$ cat config.mk
export PLATFORM = sky130hd
export DESIGN_NAME = alu_pipe_param_flat
export DESIGN_NICKNAME = d
export VERILOG_FILES = /design/src/rtl/alu_pkg.sv /design/src/rtl/alu_pipe_param_if.sv /design/src/rtl/alu_core.sv /design/src/rtl/alu_pipe_param.sv /design/src/flat_wrapper.sv
export SDC_FILE = /design/constraint.sdc
export NUM_CORES = 1
export LEC_CHECK = 0
export BUFFER_PORTS_ARGS = -buffer_cell sky130_fd_sc_hd__buf_4
export CORE_AREA = 2 2 62 79
export DETAILED_ROUTE_END_ITERATION = 10
export DIE_AREA = 0 0 64 81
export PLACE_DENSITY = 0.53
export SLEW_MARGIN = 25
export SYNTH_ARGS = -nofsm -noshare
export SYNTH_HDL_FRONTEND = slang
export SYNTH_SLANG_ARGS = --single-unit
export TNS_END_PERCENT = 20
$ cat constraint.sdc
create_clock -name clk_in -period 1.9 [get_ports clk_in]
set_input_delay 0.38 -clock clk_in [delete_from_list [all_inputs] [get_ports clk_in]]
set_output_delay 0.38 -clock clk_in [all_outputs]
set_load 0.03 [all_outputs]
$ cat src/rtl/alu_pkg.sv
// Shared definitions for the pipelined ALU: operation encodings on the {S1,S0} select.
package alu_pkg;

  typedef enum logic [1:0] {
    OP_INV = 2'b00,
    OP_ADD = 2'b01,
    OP_SUB = 2'b10,
    OP_DBL = 2'b11
  } op_t;

endpackage

$ cat src/rtl/alu_pipe_param_if.sv
// Operand-source / result-sink bundle for alu_pipe_param; master drives operands and ready_in.
interface alu_pipe_param_if
  import alu_pkg::*;
#(
  parameter int WIDTH = 4,
  parameter int CNT_W = 8
);

  logic [WIDTH-1:0] a_in;
  logic [WIDTH-1:0] b_in;
  op_t              op_in;
  logic             valid_in;
  logic             ready_out;
  logic [WIDTH-1:0] result_out;
  logic             carry_out;
  logic             ovf_out;
  logic             zero_out;
  logic             valid_out;
  logic             ready_in;
  logic [CNT_W-1:0] op_count_out;

  modport master (
    output a_in, b_in, op_in, valid_in, ready_in,
    input  ready_out, result_out, carry_out, ovf_out, zero_out, valid_out, op_count_out
  );

  modport slave (
    input  a_in, b_in, op_in, valid_in, ready_in,
    output ready_out, result_out, carry_out, ovf_out, zero_out, valid_out, op_count_out
  );

endinterface

$ cat src/rtl/alu_core.sv
// Combinational WIDTH-bit ALU (invert, add, subtract, double) with carry/borrow and overflow.
// Define ALU_SAT_EN for unsigned saturation; otherwise results wrap modulo 2^WIDTH.
module alu_core
  import alu_pkg::*;
#(
  parameter int WIDTH = 4
) (
  input  logic [WIDTH-1:0] a,
  input  logic [WIDTH-1:0] b,
  input  op_t              op,
  output logic [WIDTH-1:0] result,
  output logic             carry,
  output logic             ovf
);

  logic [WIDTH:0] wide;

  always_comb begin
    // NOTE: every output gets a default before the case so no path leaves one unassigned (no latch).
    wide  = '0;
    carry = 1'b0;
    ovf   = 1'b0;
    case (op)
      OP_INV: wide = {1'b0, ~a};
      OP_ADD: begin
        wide  = {1'b0, a} + {1'b0, b};
        carry = wide[WIDTH];
        ovf   = (a[WIDTH-1] == b[WIDTH-1]) && (wide[WIDTH-1] != a[WIDTH-1]);
      end
      OP_SUB: begin
        // The extra bit of an unsigned subtract is set exactly when a < b.
        wide  = {1'b0, a} - {1'b0, b};
        carry = wide[WIDTH];
        ovf   = (a[WIDTH-1] != b[WIDTH-1]) && (wide[WIDTH-1] != a[WIDTH-1]);
      end
      OP_DBL: begin
        wide  = {a, 1'b0};
        carry = a[WIDTH-1];
        ovf   = a[WIDTH-1] ^ a[WIDTH-2];
      end
    endcase

    result = wide[WIDTH-1:0];
`ifdef ALU_SAT_EN
    // Flags still describe the raw event; only the result is clamped.
    if (carry) result = (op == OP_SUB) ? '0 : '1;
`endif
  end

endmodule

$ cat src/rtl/alu_pipe_param.sv
// Two-stage valid/ready ALU pipeline (operand stage, result stage) with a completed-op counter.
// ALU_SAT_EN (see alu_core) selects saturating results; default build wraps.
module alu_pipe_param
  import alu_pkg::*;
#(
  parameter int WIDTH = 4,
  parameter int CNT_W = 8
) (
  input  logic              clk_in,
  input  logic              rst_n_in,
  alu_pipe_param_if.slave   bus
);

  logic             s1_valid;
  logic [WIDTH-1:0] s1_a;
  logic [WIDTH-1:0] s1_b;
  op_t              s1_op;

  logic             adv;
  logic             in_xfer;
  logic             out_xfer;

  logic [WIDTH-1:0] core_result;
  logic             core_carry;
  logic             core_ovf;

  assign adv           = !bus.valid_out || bus.ready_in;
  assign bus.ready_out = !s1_valid || adv;
  assign in_xfer       = bus.valid_in && bus.ready_out;
  assign out_xfer      = bus.valid_out && bus.ready_in;

  alu_core #(.WIDTH(WIDTH)) u_core (
    .a      (s1_a),
    .b      (s1_b),
    .op     (s1_op),
    .result (core_result),
    .carry  (core_carry),
    .ovf    (core_ovf)
  );

  // NOTE: operand registers are reset too, so nothing stale is ever visible after reset.
  always_ff @(posedge clk_in or negedge rst_n_in) begin
    if (!rst_n_in) begin
      s1_valid <= 1'b0;
      s1_a     <= '0;
      s1_b     <= '0;
      s1_op    <= OP_INV;
    end else if (in_xfer) begin
      // NOTE: non-blocking assignments so every stage samples pre-edge values.
      s1_valid <= 1'b1;
      s1_a     <= bus.a_in;
      s1_b     <= bus.b_in;
      s1_op    <= bus.op_in;
    end else if (adv) begin
      s1_valid <= 1'b0;
    end
  end

  always_ff @(posedge clk_in or negedge rst_n_in) begin
    if (!rst_n_in) begin
      bus.valid_out  <= 1'b0;
      bus.result_out <= '0;
      bus.carry_out  <= 1'b0;
      bus.ovf_out    <= 1'b0;
      bus.zero_out   <= 1'b0;
    end else if (adv) begin
      bus.valid_out <= s1_valid;
      if (s1_valid) begin
        bus.result_out <= core_result;
        bus.carry_out  <= core_carry;
        bus.ovf_out    <= core_ovf;
        bus.zero_out   <= (core_result == '0);
      end
    end
  end

  always_ff @(posedge clk_in or negedge rst_n_in) begin
    if (!rst_n_in) begin
      bus.op_count_out <= '0;
    end else if (out_xfer) begin
      bus.op_count_out <= bus.op_count_out + CNT_W'(1);
    end
  end

endmodule

$ cat src/flat_wrapper.sv
// flat-port wrapper written by rule: the top's interface ports become plain ports
module alu_pipe_param_flat import alu_pkg::*;
#(
  parameter int WIDTH = 4,
  parameter int CNT_W = 8
)
  (clk_in, rst_n_in, bus_a_in, bus_b_in, bus_op_in, bus_valid_in, bus_ready_in, bus_ready_out, bus_result_out, bus_carry_out, bus_ovf_out, bus_zero_out, bus_valid_out, bus_op_count_out);
  alu_pipe_param_if #(.WIDTH(WIDTH), .CNT_W(CNT_W)) bus_i ();
  input  logic clk_in;
  input  logic rst_n_in;
  input wire logic [$bits(bus_i.a_in)-1:0] bus_a_in;
  input wire logic [$bits(bus_i.b_in)-1:0] bus_b_in;
  input wire logic [$bits(bus_i.op_in)-1:0] bus_op_in;
  input wire logic [$bits(bus_i.valid_in)-1:0] bus_valid_in;
  input wire logic [$bits(bus_i.ready_in)-1:0] bus_ready_in;
  output wire logic [$bits(bus_i.ready_out)-1:0] bus_ready_out;
  output wire logic [$bits(bus_i.result_out)-1:0] bus_result_out;
  output wire logic [$bits(bus_i.carry_out)-1:0] bus_carry_out;
  output wire logic [$bits(bus_i.ovf_out)-1:0] bus_ovf_out;
  output wire logic [$bits(bus_i.zero_out)-1:0] bus_zero_out;
  output wire logic [$bits(bus_i.valid_out)-1:0] bus_valid_out;
  output wire logic [$bits(bus_i.op_count_out)-1:0] bus_op_count_out;
  assign bus_i.a_in = bus_a_in;
  assign bus_i.b_in = bus_b_in;
  assign bus_i.op_in = bus_op_in;
  assign bus_i.valid_in = bus_valid_in;
  assign bus_i.ready_in = bus_ready_in;
  assign bus_ready_out = bus_i.ready_out;
  assign bus_result_out = bus_i.result_out;
  assign bus_carry_out = bus_i.carry_out;
  assign bus_ovf_out = bus_i.ovf_out;
  assign bus_zero_out = bus_i.zero_out;
  assign bus_valid_out = bus_i.valid_out;
  assign bus_op_count_out = bus_i.op_count_out;
  alu_pipe_param #(.WIDTH(WIDTH), .CNT_W(CNT_W)) u_core (.clk_in(clk_in), .rst_n_in(rst_n_in), .bus(bus_i));
endmodule
Word level (Yosys, flattened, before mapping). Index checks and enable logic that the tools add are counted.

Muxes and demuxes: 5. Bitwise logic cells: 2. Equality and inequality tests: 7. $add $sub $neg: 3. Reduce and logical (&&, ||, !) cells: 12.

Operators with widths (count): one-hot mux 4 bit (4 select lines) (1); adder 8 x 1 -> 8 bit (second input constant) (1); one-hot mux 1 bit (3 select lines) (2); adder 4 x 4 -> 5 bit (1); subtractor 4 x 4 -> 5 bit (1); == test 2 bit (second input constant) (2); logical AND 1 bit (4); zero test 4 bit (1); inverter 4 bit (1); inequality test 1 bit (3); == test 2 x 1 -> 1 bit (second input constant) (1); zero test 1 bit (2); zero test 2 bit (1); logical OR 1 bit (2); 2-to-1 mux 1 bit (2); AND reduction 2 bit (1); nonzero test 2 bit (1); == test 1 bit (1); XOR 1 bit (1).

Bits in registers: 27. Output and inout port bits: 17. Input bits: 14. Word-level logic and storage cells: 39.

Longest topological paths before layout. Gate-level depths: netlist of run 1.

Depth after elaboration: 5. Depth in mapped cells: 7. Gate-level depth less buffers: 7.

Hierarchy. A second synthesis of run 1 with hierarchy kept.

Cell total of the unflattened synthesis: 128. Area total of the unflattened synthesis: 1510.2 um^2.

By module, submodules not included: alu_pipe_param (seq. area each 675.6 um^2, cells an instance 72, times used 1, area each 1059.8 um^2); alu_core (seq. area each 0.0 um^2, cells an instance 56, times used 1, area each 450.4 um^2).

Worst setup path after synthesis of run 1. Ideal clock, no wire load.

Path kind: register to register. Start: register u_core.s1_a[0]. End: register u_core.bus.zero_out. Stages on the path, launching flop included: 8. Setup time: 0.129 ns. Clock period less this slack: 1.850 ns. Arrival time: 1.721 ns. Path slack: 0.050 ns. Buffers on the path: 0. Required time: 1.771 ns. Path through: dfrtp_1 -> inv_1 -> ha_1 -> fa_1 -> xor2_1 -> mux4_2 -> nand4_1 -> o31ai_2.

Longest elaborated chain between the ends: 3. Elaborated cells between the ends (all ways): 5. Classes of those cells: 2 x add/sub; 1 x mux; 1 x bitwise; 1 x reduce/logical.

RTL lines: start, declared (line alu_pipe_param.sv:15) `logic [WIDTH-1:0] s1_a;`; start signal, assigned (line alu_pipe_param.sv:51) `s1_a <= bus.a_in;`; subtractor 4 x 4 -> 5 bit (tied with other cells) (line alu_core.sv:32) `wide = {1'b0, a} - {1'b0, b};`; one-hot mux 4 bit (4 select lines) * (line alu_core.sv:23) `case (op)`; zero test 4 bit * (line alu_pipe_param.sv:72) `bus.zero_out <= (core_result == '0);`; end signal, assigned (line alu_pipe_param.sv:72); end, declared (line alu_pipe_param_if.sv:29) `output ready_out, result_out, carry_out, ovf_out, zero_out, valid_out, op_count_out`.

Every way passes the cells marked *; elsewhere a longest branch is shown, timed or not. A chain may end at the register's enable or synchronous reset.

Final worst setup path of run 1. Same ends and word-level chain as after synthesis.

==> results of run 1 <==
-- sequential cells by signal, indices dropped and copies added (netlist names), 2 cells and up --
name / count
u_core.bus.op_count_out: 8
u_core.bus.result_out: 4
u_core.s1_a: 4
u_core.s1_b: 4
u_core.s1_op: 2
-- cells in the mapped netlist (3+ instances only) --
library cell / number
a21oi_1: 4
a31oi_1: 3
and3_1: 4
dfrtp_1: 27
ha_1: 9
inv_1: 7
mux2_2: 11
nand2_1: 7
nand2b_1: 5
nand3_1: 5
nand4_1: 4
nor2_1: 6
o21ai_0: 6
xnor2_1: 8
-- cell type report --
type                    instances  area [um^2]  area share
clock buffers                   3        41.29     0.02101
clock inverters                 1        8.758    0.004456
inverters                       7        26.28     0.01337
multi-input cells             100        849.6      0.4322
flip-flops and latches         27        676.9      0.3444
well taps                      60        75.07     0.03819
repair buffers                 38        287.8      0.1464
-- worst max-delay path: cells and delay by family, from the launching register on --
kind / cells / cell delay [ps]
xor+xnor: 1 / 150
compound gates: 1 / 70
simple gates: 1 / 100
fa+ha+maj: 2 / 560
flops: 1 / 400
mux: 1 / 480
buf+inv: 1 / 60
-- metal layers --
layer | up-vias | global-route usage | routed length [um]
li1 | 569 | - | -
met1 | 548 | 0.1427 | 1291
met5 | - | 0 | 0
met3 | 4 | 0.02632 | 125
met2 | 21 | 0.2521 | 1707
met4 | 0 | 0.06087 | 44
-- power by group --
group / total (mW) / internal [mW] / switching, mW
clock network: 0.352 / 0.154 / 0.198
logic: 1.06 / 0.485 / 0.576
registers: 0.878 / 0.722 / 0.156
-- cell usage in the layout (no fill, tap or decap), drive strengths merged, types with 6 or more instances in the layout --
cell type and instances:
inv 8, dfrtp 27, xnor2 8, nand2 7
nor2 6, mux2 11, o21ai 6, ha 9
buf 37
-- worst min path at each step --
stage | from | to | slack (ps) | cells after the start
floorplan | rst_n_in | u_core.bus.carry_out$_DFFE_PN0P_ | 80 | 0
global placement | rst_n_in | u_core.bus.op_count_out[0]$_DFFE_PN0P_ | 310 | 1
detailed placement | rst_n_in | u_core.bus.op_count_out[0]$_DFFE_PN0P_ | 310 | 1
CTS | bus_valid_in | u_core.s1_valid$_DFFE_PN0P_ | 290 | 2
global route | bus_valid_in | u_core.s1_valid$_DFFE_PN0P_ | 290 | 2
finish | bus_valid_in | u_core.s1_valid$_DFFE_PN0P_ | 300 | 2
-- per-stage QoR --
step	hold slack, ps	utilization	setup WS (ps)
floorplan	84.41	-	49.90
global placement	311.6	0.4120	-13.03
detailed placement	313.3	0.4120	-96.52
CTS	292.8	0.4305	-30.70
global route	291.0	0.4349	-128.9
finish	296.0	0.4349	-24.41
-- kinds of logic (layout without fill, tap and decap cells) --
kind of cell | Yosys count | count (layout) | synth area share
AO/OA/AOI/OAI | 21 | 21 | 0.09247
XOR/XNOR | 10 | 10 | 0.05678
adder cells (fa/ha/maj) | 11 | 11 | 0.09895
buffers and inverters | 11 | 49 | 0.03407
flip-flops | 27 | 27 | 0.4380
multiplexers | 14 | 14 | 0.1160
AND/OR/NAND/NOR | 44 | 44 | 0.1638
-- what timing repair did --
action                                  CTS  global route
setup buffers                             1             0
pin swaps                                 0             0
endpoints found under the setup margin    3             5
resized for setup                         6             4
endpoints found under the hold margin    17             0
hold buffers                              1             0
==> results.yml, run 1 <==
logic_synthesis:
  syn_inst: 138
  syn_area_um2: 1543
  synth_cell_types: 38
  syn_avg_cell_area_um2: 11.18
  ys_seq_area_frac: 0.4380
  synthTopCellsByArea: "dfrtp_1 44%, mux2_2 8.0%, ha_1 7.3%"
  synth_edf_count: 0
  yosys.area.top_type: "dfrtp_1"
  yosys_most_used_dff: "dfrtp_1"
  synth_top_area_share: 0.4380
  ys_ff_latch: 27
  synth_nets: 163
  async_flop_share: 1.000
  ys_warn_count: 0
detailed_routing:
  ant_nets: 0
  wirelength_mm: 3.168
  dr_total_vias: 1142
  drtIter0Drc: 53
  viasPerCell: 4.839
  wl_per_cell_um: 13.42
  firstDrtPassIters: 4
  drc: 0
timing:
  grt_setup_unrepaired: "true"
  fin_worst_skew_ps: 7.558
  setup_ws_ps: -24.41
  setup_violations: 1
  max_slew_margin: 0.6700
  fmax_mhz: 519.6
  finalCriticalPeriod_ps: 1924
  slew_viol_final: 0
  fin_crit_sh: 1.013
  finalHoldViolCount: 0
  worstMarginPinSlew_ps: 495.0
  setup_tns_ps: -24.41
run:
  cap_violations: 0
global_route:
  grt_pass1_wl_mm: 5.368
  gr-total-overflow: 0
  grt_max_degree: 28
  track_usage: 0.1337
  antenna_found_initial: 0
  first_global_vias: 1203
worst_setup_path:
  cp-end-kind: "register"
  reg2regPathDepth: 7
  max_stage_delay_ps: 480
  r2r_end: "u_core.bus.zero_out$_DFFE_PN0P_"
  cp_cell_sequence: "ha_2 -> inv_1 -> fa_2 -> xnor2_1 -> mux4_2 -> nand4_1 -> o31ai_2"
  cp-start-kind: "register"
  crit_path_max_fanout: 4
  crit_start: "u_core.s1_a[0]$_DFFE_PN0P_"
  cpMaxStageDelayCell: "mux4_2"
  critical_path_arrival_ps: 2100
  crit_path_end: "u_core.bus.zero_out$_DFFE_PN0P_"
  critPathKind: "reg2reg"
  cp.required_ps: 2070
  r2r-start: "u_core.s1_a[0]$_DFFE_PN0P_"
  reg2reg_slack_ps: -20
floorplan:
  die_h_um: 81
  die_w_um: 64
  design.die.area_um2: 5184
  coreArea_um2: 4519
  rows: 28
  initial_core_util: 0.3414
  io_pins: 31
min_path:
  hp-class: "in2reg"
place:
  placed_cell_area_um2: 1862
  gp_congestion: 0.8330
  dp_hpwl_mm: 2.502
  placed_cells: 230
  numPortBuffers: 30
layout:
  n_fill_cell: 441
  layout-drive-gt1-share: 0.3864
  n_antenna_cell: 0
  fin_cells: 236
  design_area_um2: 1966
  area_delta_synth_final_pct: 27.41
  finalNetCount: 202
clock_tree:
  clock_sinks: 27
  cts_buffers: 3
  clk_latency_ps: 280
  clk_pin_slew_ps: 100
  cts_tree: "done"
  cts_htree_levels: 1
  cts-root-buf: "clkbuf_8"
  cts.path.max_buffers: 2
power:
  p_per_area_nw_per_um2: 1166
  max-vdd-ir-drop_mv: 0.4060
  p_leak_nw: 0.8704
  power_mw: 2.291
status:
  violations: "setup timing"
  outcome: "finished with violations"
Power figures use the tool's default switching activity.
==> run 2, diff against run 1 <==
PLACE_DENSITY = 0.54   (was 0.53)
==> results.yml, run 2 (same netlist as run 1, synthesis figures left out) <==
layout:
  layout-drive-gt1-share: 0.3829
  area_delta_synth_final_pct: 26.28
  largest_reg_flops: 8
  n_antenna_cell: 0
  finalNetCount: 201
  largest_register: "u_core.bus.op_count_out"
  n_fill_cell: 449
  mostFrequentLayoutCells: "37 x buf_4, 25 x dfrtp_1, 11 x mux2_2"
  final_common_cell: "buf_4"
floorplan:
  die_w_um: 64
  io_pins: 31
  rows: 28
  design.die.area_um2: 5184
  die_h_um: 81
  coreArea_um2: 4519
  initial_core_util: 0.3414
worst_setup_path:
  cp-end-kind: "register"
  critPathKind: "reg2reg"
  crit_path_max_fanout: 3
  critical_path_arrival_ps: 2070
  cp.required_ps: 2070
  cp-start-kind: "register"
timing:
  setup_violations: 1
  setup_ws_ps: -7.048
  fin_worst_skew_ps: 3.782
  grt_setup_unrepaired: "true"
  finalCriticalPeriod_ps: 1907
  max_slew_margin: 0.6614
  hold_ws_ps: 2.699
  fmax_mhz: 524.4
  finalHoldViolCount: 0
  slew_viol_final: 0
  fin_crit_sh: 1.004
  worstMarginPinSlew_ps: 507.9
power:
  max-vdd-ir-drop_mv: 0.3281
  clock_power_share: 0.147
  power_frac_comb: 0.464
  p_sw_mw: 0.9072
  p_leak_nw: 0.8621
  power_mw: 2.263
  p_per_area_nw_per_um2: 1162
  swShare: 0.4008
  seqPwrFrac: 0.389
  internal_power_mw: 1.356
detailed_routing:
  drc: 0
  dr_total_vias: 1158
  drtIter0Drc: 30
  ant_nets: 0
  firstDrtPassIters: 4
  wl_per_cell_um: 13.28
  wirelength_mm: 3.121
  viasPerCell: 4.928
place:
  dp_slack_ps: -62.87
  dp_hpwl_mm: 2.383
  numPortBuffers: 30
  gp_congestion: 0.8050
clock_tree:
  cts-root-buf: "clkbuf_8"
  clk_pin_slew_ps: 90
  cts_htree_levels: 1
  cts.path.max_buffers: 2
  cts_tree: "done"
  clk_latency_ps: 270
  cts_buffers: 3
  clock_sinks: 27
global_route:
  first_global_vias: 1146
  antenna_found_initial: 0
  track_usage: 0.1296
  gr-total-overflow: 0
  grt_max_degree: 28
  grt_pass1_wl_mm: 5.237
status:
  violations: "setup timing"
  outcome: "finished with violations"
min_path:
  hp-class: "in2async"
run:
  cap_violations: 0
run 2: cell types whose count changed in the layout (fill, tap and decap cells not counted):
cell	before	now
inv_6	1	0
dfrtp_2	1	2
dfrtp_1	26	25
clkbuf_1	0	1
dlygate4sd3_1	1	0
a21oi_1	3	4
a21oi_2	1	0
run 2: stage by stage:
step / utilization / instances / setup TNS, ps / cell area (um^2)
after floorplan: - / 138 / 0 / 1543
final: 0.4311 / 235 / -7.048 / 1948
after global placement: 0.4120 / 230 / -9.448 / 1862
after global routing: 0.4311 / 235 / -295.4 / 1948
after detailed placement: 0.4120 / 230 / -127.2 / 1862
after CTS: 0.4244 / 235 / -7.939 / 1918
run 2: area by class of cell:
type	count	area [um^2]	share of cell area
Multi-Input combinational cell	100	845.8	0.4342
Sequential cell	27	678.2	0.3481
Timing Repair Buffer	37	277.8	0.1426
Tap cell	60	75.07	0.03854
Clock buffer	4	45.04	0.02312
Inverter	7	26.28	0.01349
run 2: routing by layer:
metal | GRT usage | vias up | wire, um
met5 | 0 | - | 0
met2 | 0.2385 | 26 | 1614
met4 | 0.05217 | 0 | 46
met3 | 0.02355 | 5 | 126
met1 | 0.1472 | 563 | 1332
li1 | - | 564 | -
run 2: worst paths after layout:
check	from	to	slack [ps]	cells past startpoint
hold reg to reg	u_core.bus.op_count_out[7]$_DFFE_PN0P_	u_core.bus.op_count_out[7]$_DFFE_PN0P_	480	1
max in group asynchronous	rst_n_in	u_core.s1_a[1]$_DFFE_PN0P_	1620	1
hold / removal	rst_n_in	u_core.bus.op_count_out[0]$_DFFE_PN0P_	3	1
setup / recovery	u_core.s1_b[0]$_DFFE_PN0P_	u_core.bus.zero_out$_DFFE_PN0P_	-7	6
setup reg to reg	u_core.s1_b[0]$_DFFE_PN0P_	u_core.bus.zero_out$_DFFE_PN0P_	-7	6
min in group clk_in	bus_valid_in	u_core.s1_valid$_DFFE_PN0P_	300	2
run 2: timing repair:
action,CTS,global route
pin swaps,0,1
endpoints found under the setup margin,3,5
hold buffers,0,0
buffers inserted,1,0
resized for setup,2,9
cloned,0,0
run 2: worst max-delay path, cell delays in order (launching register included):
cell and delay [ps]:
dfrtp_1 440, ha_2 210, inv_1 70, fa_2 430
mux4_2 480, nand4_1 130, o31ai_2 60
run 2: power by group through the flow:
stage	clock network (mW)	registers, mW	logic (mW)
after global routing	0.365	0.908	1.15
after global placement	0	0.881	1.01
final	0.332	0.881	1.05
after CTS	0.348	0.879	1.04
after floorplan	0	1.09	0.466
after detailed placement	0	0.894	1.03
==> run 3, diff against run 2 <==
CORE_AREA = 2 2 61 78   (was 2 2 62 79)
DIE_AREA = 0 0 63 80   (was 0 0 64 81)
MAX_ROUTING_LAYER = met4   (was default)
SYNTH_HIERARCHICAL = 1   (was default)
==> results.yml, run 3 <==
worst_setup_path:
  critPathKind: "reg2reg"
  critical_path_arrival_ps: 2390
  reg2reg_slack_ps: -270
  cp-start-kind: "register"
  crit_path_max_fanout: 5
  cp_cell_sequence: "ha_4 -> inv_2 -> a221oi_4 -> xnor2_1 -> mux4_2 -> nor4_4 -> mux2_4"
  path_buf_inv: 1
  max_stage_delay_ps: 500
  cp.required_ps: 2120
  cp_top_family: "multiplexers"
  cpMaxStageDelayCell: "mux4_2"
  cp-end-kind: "register"
floorplan:
  coreArea_um2: 4290
  initial_core_util: 0.3520
  die_h_um: 80
  design.die.area_um2: 5040
  rows: 27
  io_pins: 31
  die_w_um: 63
clock_tree:
  clk_latency_ps: 280
  cts_buffers: 3
  clock_sinks: 27
  cts_tree: "done"
  cts.path.max_buffers: 2
  holdBufCountCts: 0
  cts-root-buf: "clkbuf_8"
  clk_pin_slew_ps: 90
  cts_htree_levels: 1
layout:
  largest_reg_flops: 8
  area_delta_synth_final_pct: 42.01
  multi_input_area_um2: 907.1
  largest_register: "u_core/bus.op_count_out"
  n_antenna_cell: 0
  n_fill_cell: 388
  fin_cells: 241
  fin_util: 0.4999
  layout-drive-gt1-share: 0.5792
  design_area_um2: 2145
  area.sequential_um2: 679.4
  mostFrequentLayoutCells: "53 x buf_4, 24 x dfrtp_1, 17 x mux2_2"
  final_common_cell: "buf_4"
  finalNetCount: 209
detailed_routing:
  drtIter0Drc: 34
  wirelength_mm: 3.442
  wl_per_cell_um: 14.28
  firstDrtPassIters: 4
  viasPerCell: 4.826
  ant_nets: 0
  dr_total_vias: 1163
  drc: 0
global_route:
  grt_pass1_wl_mm: 5.630
  grt_max_degree: 28
  antenna_found_initial: 0
  first_global_vias: 1237
  gr-total-overflow: 0
  track_usage: 0.1484
timing:
  hold_ws_ps: -1.705
  finalHoldViolCount: 4
  slew_viol_final: 0
  setup_ws_ps: -272.6
  setup_violations: 5
  fmax_mhz: 460.3
  fin_crit_sh: 1.143
  grt_setup_unrepaired: "true"
  worstMarginPinSlew_ps: 377.1
  fin_worst_skew_ps: 3.525
  finalCriticalPeriod_ps: 2173
  max_slew_margin: 0.7486
logic_synthesis:
  synthTopCellsByArea: "dfrtp_1 45%, mux2_2 13%, ha_1 7.5%"
  syn_inst: 128
  ys_seq_area_frac: 0.4474
  synth_cell_types: 32
  yosys.area.top_type: "dfrtp_1"
  synth_nets: 153
  ys_warn_count: 6
  ys_ff_latch: 27
  ys_top_cells_by_count: "27 x dfrtp_1, 18 x mux2_2, 10 x inv_1, 9 x ha_1"
  synth_top_area_share: 0.4474
  async_flop_share: 1.000
  yosysMostFrequentCell: "dfrtp_1"
  synth_edf_count: 0
  syn_avg_cell_area_um2: 11.80
  syn_area_um2: 1510
  yosys_most_used_dff: "dfrtp_1"
place:
  dp_hpwl_mm: 2.595
  dp_slack_ps: -326.9
  numPortBuffers: 30
  gp_congestion: 0.7807
  placed_cells: 234
  placed_cell_area_um2: 1972
status:
  outcome: "finished with violations"
  violations: "hold timing, setup timing"
min_path:
  hp-class: "in2async"
power:
  max-vdd-ir-drop_mv: 0.7786
  p_per_area_nw_per_um2: 1230
  p_leak_nw: 0.9882
run:
  cap_violations: 0
-- run 3: area by class of cell --
| class | count | share of cell area |
|---|---|---|
| Inverter | 11 | 0.01925 |
| Clock buffer | 3 | 0.01925 |
| Timing Repair Buffer | 53 | 0.1855 |
| Clock inverter | 1 | 0.002334 |
| Sequential cell | 27 | 0.3168 |
| Multi-Input combinational cell | 88 | 0.4230 |
| Tap cell | 58 | 0.03384 |
-- run 3: kinds of logic (layout without fill, tap and decap cells) --
| group | Yosys count | count (layout) | synth area share |
|---|---|---|---|
| buffers and inverters | 13 | 68 | 0.03231 |
| adders and majority gates | 11 | 11 | 0.1011 |
| AOI/OAI and AO/OA | 13 | 13 | 0.07292 |
| muxes | 21 | 21 | 0.1707 |
| DFF | 27 | 27 | 0.4474 |
| xor gates and xnor gates | 11 | 11 | 0.06379 |
| and+or+nand+nor | 32 | 32 | 0.1118 |
-- run 3: per-layer routing --
metal,vias to the layer above,track usage,share of wire
li1,560,-,-
met1,570,0.1558,0.40
met2,29,0.2777,0.54
met3,4,0.01693,0.035
met4,0,0.06667,0.017
met5,-,-,0
-- run 3: worst paths after layout --
kind / from / end / cells after the start
min in group clk_in: bus_valid_in / u_core/s1_valid$_DFFE_PN0P_ / 2
min reg2reg: u_core/bus.op_count_out[7]$_DFFE_PN0P_ / u_core/bus.op_count_out[7]$_DFFE_PN0P_ / 1
max reg2reg: u_core/s1_a[2]$_DFFE_PN0P_ / u_core/bus.zero_out$_DFFE_PN0P_ / 7
min: rst_n_in / u_core/s1_a[0]$_DFFE_PN0P_ / 1
max: u_core/s1_a[2]$_DFFE_PN0P_ / u_core/bus.zero_out$_DFFE_PN0P_ / 7
max in group asynchronous: rst_n_in / u_core/s1_a[2]$_DFFE_PN0P_ / 1
-- run 3: worst register-to-register path: cells and delay by family, from the launching register on --
family | cells | cell delay (ps)
AND/OR/NAND/NOR | 1 | 230
adder cells (fa/ha/maj) | 1 | 310
XOR/XNOR | 1 | 110
buffers and inverters | 1 | 60
multiplexers | 2 | 680
AO/OA/AOI/OAI | 1 | 300
flip-flops | 1 | 430
-- run 3: report_power, final --
group          total (mW)  leakage [nW]  internal (mW)  switching, mW
clock network       0.331        0.0255          0.147          0.183
logic                1.41         0.640          0.683          0.727
registers           0.896         0.322          0.741          0.156
-- run 3: per-stage QoR --
stage,power [mW],setup TNS (ps)
after CTS,2.592,-656.6
final,2.637,-742.0
after detailed placement,2.179,-895.4
after global routing,2.826,-1147
after floorplan,1.665,-248.2
after global placement,2.144,-620.0
-- run 3: timing repair --
action / in CTS / in global routing
gates resized for setup: 11 / 13
buffers inserted: 1 / 2
pin swaps: 2 / 8
endpoints found under the setup margin: 6 / 6
